`config.mk`:
```
export PLATFORM = sky130hd
export DESIGN_NAME = keypad_scanner
export DESIGN_NICKNAME = d
export VERILOG_FILES = /design/src/rtl/keypad_scanner.sv
export SDC_FILE = /design/constraint.sdc
export NUM_CORES = 1
export LEC_CHECK = 0
export BUFFER_PORTS_ARGS = -buffer_cell sky130_fd_sc_hd__buf_2
export CORE_MARGIN = 1
export CORE_UTILIZATION = 40
export DETAILED_ROUTE_END_ITERATION = 8
export RECOVER_POWER = 100
export SYNTH_ARGS = -nofsm -noshare
export SYNTH_HDL_FRONTEND = slang
export SYNTH_SLANG_ARGS = --single-unit
```
`constraint.sdc`:
```
create_clock -name clk_i -period 2.35 [get_ports clk_i]
set_clock_uncertainty 0.1 [all_clocks]
set_input_delay 0.1175 -clock clk_i [delete_from_list [all_inputs] [get_ports clk_i]]
set_output_delay 0.1175 -clock clk_i [all_outputs]
set_load 0.01 [all_outputs]
```
`src/rtl/keypad_scanner.sv`:
```
// Row-scanned key matrix reader with whole-frame debounce, feeding sanitize_buttons.
// Build option: define KEYPAD_GHOST_REJECT_EN to discard frames showing the matrix ghost pattern.

package calc_pkg;
    // Declared MSB-first so that packed bit i equals matrix frame index i.
    typedef struct packed {
        logic num_0;
        logic num_9;
        logic num_8;
        logic num_7;
        logic num_6;
        logic num_5;
        logic num_4;
        logic num_3;
        logic num_2;
        logic num_1;
        logic dot;
        logic op_eq;
        logic op_add;
        logic op_sub;
        logic op_mul;
        logic op_div;
        logic op_sqrt;
        logic op_percent;
        logic mem_add;
        logic mem_sub;
        logic mem_rc;
        logic off;
        logic on;
    } buttons_t;
endpackage

module keypad_scanner #(
    parameter int NUM_ROWS       = 5,
    parameter int NUM_COLS       = 5,
    parameter int SETTLE_CYCLES  = 4,
    parameter int DEBOUNCE_SCANS = 3
) (
    input  logic                clk_i,
    input  logic                rst_ni,
    input  logic                enable_i,
    input  logic [NUM_COLS-1:0] col_i,
    output logic [NUM_ROWS-1:0] row_o,
    output calc_pkg::buttons_t  buttons_o,
    output logic                scan_done_o,
    output logic                ghost_o
);
    localparam int FRAME_W = NUM_ROWS * NUM_COLS;
    localparam int MAP_W   = $bits(calc_pkg::buttons_t);
    localparam int PAD_W   = (FRAME_W > MAP_W) ? FRAME_W : MAP_W;
    localparam int ROW_W   = (NUM_ROWS > 1) ? $clog2(NUM_ROWS) : 1;
    localparam int SET_W   = $clog2(SETTLE_CYCLES);
    localparam int STB_W   = $clog2(DEBOUNCE_SCANS);
    localparam logic [ROW_W-1:0] ROW_LAST = ROW_W'(NUM_ROWS - 1);
    localparam logic [SET_W-1:0] SET_LAST = SET_W'(SETTLE_CYCLES - 1);
    localparam logic [STB_W-1:0] STB_LAST = STB_W'(DEBOUNCE_SCANS - 1);

    typedef enum logic [1:0] {
        ST_IDLE   = 2'd0,
        ST_DRIVE  = 2'd1,
        ST_COMMIT = 2'd2
    } state_e;

    // Positions beyond the button set are zero-padded or dropped here.
    function automatic calc_pkg::buttons_t map_frame(input logic [FRAME_W-1:0] f);
        logic [PAD_W-1:0] pad;
        pad = PAD_W'(f);
        return calc_pkg::buttons_t'(pad[MAP_W-1:0]);
    endfunction

`ifdef KEYPAD_GHOST_REJECT_EN
    function automatic logic is_ghost(input logic [FRAME_W-1:0] f);
        logic hit;
        hit = 1'b0;
        for (int a = 0; a < NUM_ROWS; a++) begin
            for (int b = a + 32'sd1; b < NUM_ROWS; b++) begin
                if ($countones(f[a*NUM_COLS +: NUM_COLS] & f[b*NUM_COLS +: NUM_COLS]) >= 32'sd2) begin
                    hit = 1'b1;
                end else begin
                    hit = hit;
                end
            end
        end
        return hit;
    endfunction
`endif

    state_e               state_q,   state_d;
    logic [ROW_W-1:0]     row_q,     row_d;
    logic [SET_W-1:0]     settle_q,  settle_d;
    logic [FRAME_W-1:0]   frame_q,   frame_d;
    logic [FRAME_W-1:0]   last_q,    last_d;
    logic [STB_W-1:0]     stable_q,  stable_d;
    calc_pkg::buttons_t   buttons_q, buttons_d;
    logic [NUM_ROWS-1:0]  rows_q,    rows_d;
    logic                 done_q,    done_d;
    logic                 ghost_q,   ghost_d;
    logic [FRAME_W-1:0]   frame_cap_s;

    // Current frame with the driven row's slice replaced by the live column sense.
    always_comb begin
        frame_cap_s = frame_q;
        for (int r = 0; r < NUM_ROWS; r++) begin
            if (row_q == ROW_W'(r)) begin
                frame_cap_s[r*NUM_COLS +: NUM_COLS] = ~col_i;
            end else begin
                frame_cap_s[r*NUM_COLS +: NUM_COLS] = frame_q[r*NUM_COLS +: NUM_COLS];
            end
        end
    end

    // Scan sequencing, debounce and next values of all registered outputs.
    always_comb begin
        state_d   = state_q;
        row_d     = row_q;
        settle_d  = settle_q;
        frame_d   = frame_q;
        last_d    = last_q;
        stable_d  = stable_q;
        buttons_d = buttons_q;
        rows_d    = '1;
        done_d    = 1'b0;
        ghost_d   = 1'b0;
        case (state_q)
            ST_IDLE: begin
                if (enable_i) begin
                    state_d  = ST_DRIVE;
                    row_d    = '0;
                    settle_d = '0;
                end else begin
                    state_d  = ST_IDLE;
                end
            end
            ST_DRIVE: begin
                if (!enable_i) begin
                    // Clearing last_frame too makes a resumed scan earn a full debounce run.
                    state_d  = ST_IDLE;
                    frame_d  = '0;
                    last_d   = '0;
                    stable_d = '0;
                end else if (settle_q == SET_LAST) begin
                    frame_d = frame_cap_s;
                    if (row_q == ROW_LAST) begin
                        state_d = ST_COMMIT;
                        done_d  = 1'b1;
`ifdef KEYPAD_GHOST_REJECT_EN
                        ghost_d = is_ghost(frame_cap_s);
`endif
                    end else begin
                        row_d    = row_q + 1'b1;
                        settle_d = '0;
                    end
                end else begin
                    settle_d = settle_q + 1'b1;
                end
            end
            ST_COMMIT: begin
                if (ghost_q) begin
                    last_d = last_q;
                end else if (frame_q == last_q) begin
                    if (stable_q != STB_LAST) begin
                        stable_d = stable_q + 1'b1;
                    end else begin
                        stable_d = STB_LAST;
                    end
                    if (stable_d == STB_LAST) begin
                        buttons_d = map_frame(frame_q);
                    end else begin
                        buttons_d = buttons_q;
                    end
                end else begin
                    last_d   = frame_q;
                    stable_d = '0;
                end
                if (enable_i) begin
                    state_d  = ST_DRIVE;
                    row_d    = '0;
                    settle_d = '0;
                end else begin
                    state_d  = ST_IDLE;
                end
            end
            default: begin
                state_d = ST_IDLE;
            end
        endcase
        if (state_d == ST_DRIVE) begin
            rows_d[row_d] = 1'b0;
        end else begin
            rows_d = '1;
        end
    end

    // State and output registers with synchronous active-low reset.
    always_ff @(posedge clk_i) begin
        if (!rst_ni) begin
            state_q   <= ST_IDLE;
            row_q     <= '0;
            settle_q  <= '0;
            frame_q   <= '0;
            last_q    <= '0;
            stable_q  <= '0;
            buttons_q <= '0;
            rows_q    <= '1;
            done_q    <= 1'b0;
            ghost_q   <= 1'b0;
        end else begin
            state_q   <= state_d;
            row_q     <= row_d;
            settle_q  <= settle_d;
            frame_q   <= frame_d;
            last_q    <= last_d;
            stable_q  <= stable_d;
            buttons_q <= buttons_d;
            rows_q    <= rows_d;
            done_q    <= done_d;
            ghost_q   <= ghost_d;
        end
    end

    assign row_o       = rows_q;
    assign buttons_o   = buttons_q;
    assign scan_done_o = done_q;
    assign ghost_o     = ghost_q;

endmodule

```
==> results by group <==
Floorplanning
  • Ports: 38
  • Die extent in y: 98.6 µm
  • Die X: 98.6 µm
  • Core ar.: 0.00889 mm²
  • Cell row count: 34
  • Die footprint: 0.00972 mm²
  • Initial core utilization: 42.0%

Cells and area
  • Share of post-route cells with drive strength above 1: 10.6%
  • Nets: 447
  • Commonest cells after routing, fill and taps aside: 88 x dfxtp_1, 53 x nand2_1, 34 x nand3_1
  • Commonest non-fill, non-tap cell in the layout: dfxtp_1
  • Antenna cells: 0
  • Non-Filler Instances: 543
  • Synth-to-Final Area Change: 11.9%

Drt
  • # DRC: 0
  • Routed vias: 2790
  • Initial drt markers: 110
  • Routed Antenna Nets: 0
  • Pre-antenna DRT Iters: 4
  • Routed vias/inst: 5.14
  • WL/cell: 15.1 µm
  • Final WL: 8.20 mm

STA
  • Period Utilization, post-route: 93.8%
  • Clock period minus worst slack: 2200 ps
  • Final hold vios: 0
  • Final setup fails: 0
  • Slew Viols, Final: 0
  • Fin worst setup slack: 145 ps
  • FMAX: 454 MHz
  • Setup TNS: 0 ps
  • Unrepaired setup endpoints after global routing: no

Global routing
  • Gr usage total: 18.6%
  • Total congestion overflow: 0
  • Initial antenna violation count: 0
  • First-pass GRT wire length: 13.9 mm
  • Vias in the first global route: 2634
  • Largest net degree at the start of global routing: 80

Logic synthesis
  • Seq/Total Area, Yosys: 47.2%
  • Synth Flop Type: dfxtp_1
  • Ys Warns: 0
  • Post-synth net total: 405
  • #FFs+latches synth: 88
  • Number of synthesized flops with an enable pin: 0
  • Synth area leader: dfxtp_1
  • Avg Cell Area, Syn: 9.57 µm²
  • Synth unique cells: 43
  • Synth area leaders: dfxtp_1 47%, mux2i_1 6.4%, a22o_1 5.6%, nand2_1 5.3%, and2_1 4.7%
  • Asr flop ratio synth: 0%
  • Yosys top cell area share: 47.2%
  • Mapped cell area: 0.00373 mm²
  • Syn Inst Count: 390

CTS
  • Resized Gates After CTS: 0
  • Htree depth: 3
  • Root Buffer: clkbuf_8
  • Post-cts hold buffer count: 0
  • Clock network latency to the later pin of the worst-skew pair: 360 ps
  • CTS tree: built
  • TritonCTS Buffers: 9
  • Clock Tree Buf Depth: 2
  • Worst-path clk slew: 80 ps
  • Post-CTS Setup Inserts: 0
  • Sinks on the clock net: 88

Placement
  • GPL Wtd Cong: 0.787
  • Post-Place Cells: 529
  • Hpwl dp: 5.74 mm
  • I/O Buffers: 36
  • Pre-CTS WS: 94.3 ps

Worst setup path
  • R2R Path Start: frame_q[10]
  • CP Capture Type: register
  • R2r setup slk: 150 ps
  • CP max FO: 19
  • Crit. Startpoint: frame_q[10]
  • Worst EP required: 2500 ps
  • Setup Crit Path Kind: reg -> reg
  • Worst Path Arrival: 2350 ps
  • Worst setup SP type: register

Outcome
  • Outcome: finished, final reports clean

Power
  • P per Cell Area: 597 mW/mm²
  • Peak supply drop: 0.241 mV
  • Pleak: 1.76 nW

Job
  • Max_cap viols: 0

Worst hold path
  • Hold path start: rst_ni
  • Hold Path Class: in -> reg
## per-stage QoR
step                      util, %  hold slack [ps]  instance area, µm²  total power, mW
after global routing         46.9             10.9                4170             2.59
after global placement       45.8              341                4070             1.62
after CTS                    47.6             4.22                4230             2.52
final                        46.9             26.7                4170             2.49
after floorplan                 -              322                3730             1.58
after detailed placement     45.8              349                4070             1.62
## per-layer routing
metal | up-vias | share of wire [%] | global-route usage, %
met1 | 1292 | 50 | 25.6
met3 | 9 | 5.3 | 4.47
met5 | - | 0 | 0
met4 | 0 | 1.4 | 6.54
met2 | 72 | 44 | 28.4
li1 | 1417 | - | -
## final timing paths
check,to,cells after the start
hold / removal,stable_q[0],3
setup / recovery,last_q[4],6
setup reg to reg,last_q[4],6
hold reg to reg,buttons_o[1],2
## sequential cells by signal (all words and copies together) (netlist names)
register,flops
buttons_o,23
frame_q,25
last_q,25
row_o,5
row_q,3
scan_done_o,1
settle_q,2
stable_q,2
state_q,2
## synthesized netlist by cell type (2+ instances only)
master and number:
nand3_1 34, buf_2 2, nor2b_1 9, and2_1 28
buf_12 2, mux2i_1 24, buf_1 2, xor2_1 17
a22o_1 24, nand4_1 3, nand2b_1 6, nand3b_1 3
o21ai_0 27, inv_1 4, xnor2_1 8, nor4_2 3
nor3_1 2, ha_1 7, nand2_1 53, nor2_1 6
clkbuf_1 15, or3b_2 2, dfxtp_1 88, and3b_1 2
## where the power goes
part | switching (mW) | leakage (nW) | internal, mW | total [mW]
clock network | 0.515 | 0.0838 | 0.396 | 0.911
registers | 0.00167 | 0.709 | 1.49 | 1.49
logic | 0.0617 | 0.964 | 0.0239 | 0.0857
total | 0.579 | 1.76 | 1.91 | 2.49
## area by class of cell
type                       instances  area [µm²]
tap                              108         135
multi-input combinational        274        1810
sequential                        88        1760
inverter                           5        18.8
fill                             881        4720
timing repair buffer              54         287
clock buffer                      10         138
clock inverter                     4        22.5
## worst max-delay path, stage by stage (launching register included)
cell     delay [ps]
dfxtp_1         340
xnor2_1         300
nand4_1         170
or3b_2          520
o211a_1         250
buf_4           210
a22o_1          200
## logic make-up after synthesis
| kind of cell | share of synthesized area, % |
|---|---|
| other cells | 0.101 |
| flops | 47.2 |
| simple gates | 21.8 |
| mux | 6.44 |
| buf+inv | 4.06 |
| compound gates | 12.2 |
| xor+xnor | 5.87 |
| fa+ha+maj | 2.35 |
(Power assumes the default switching activity.)
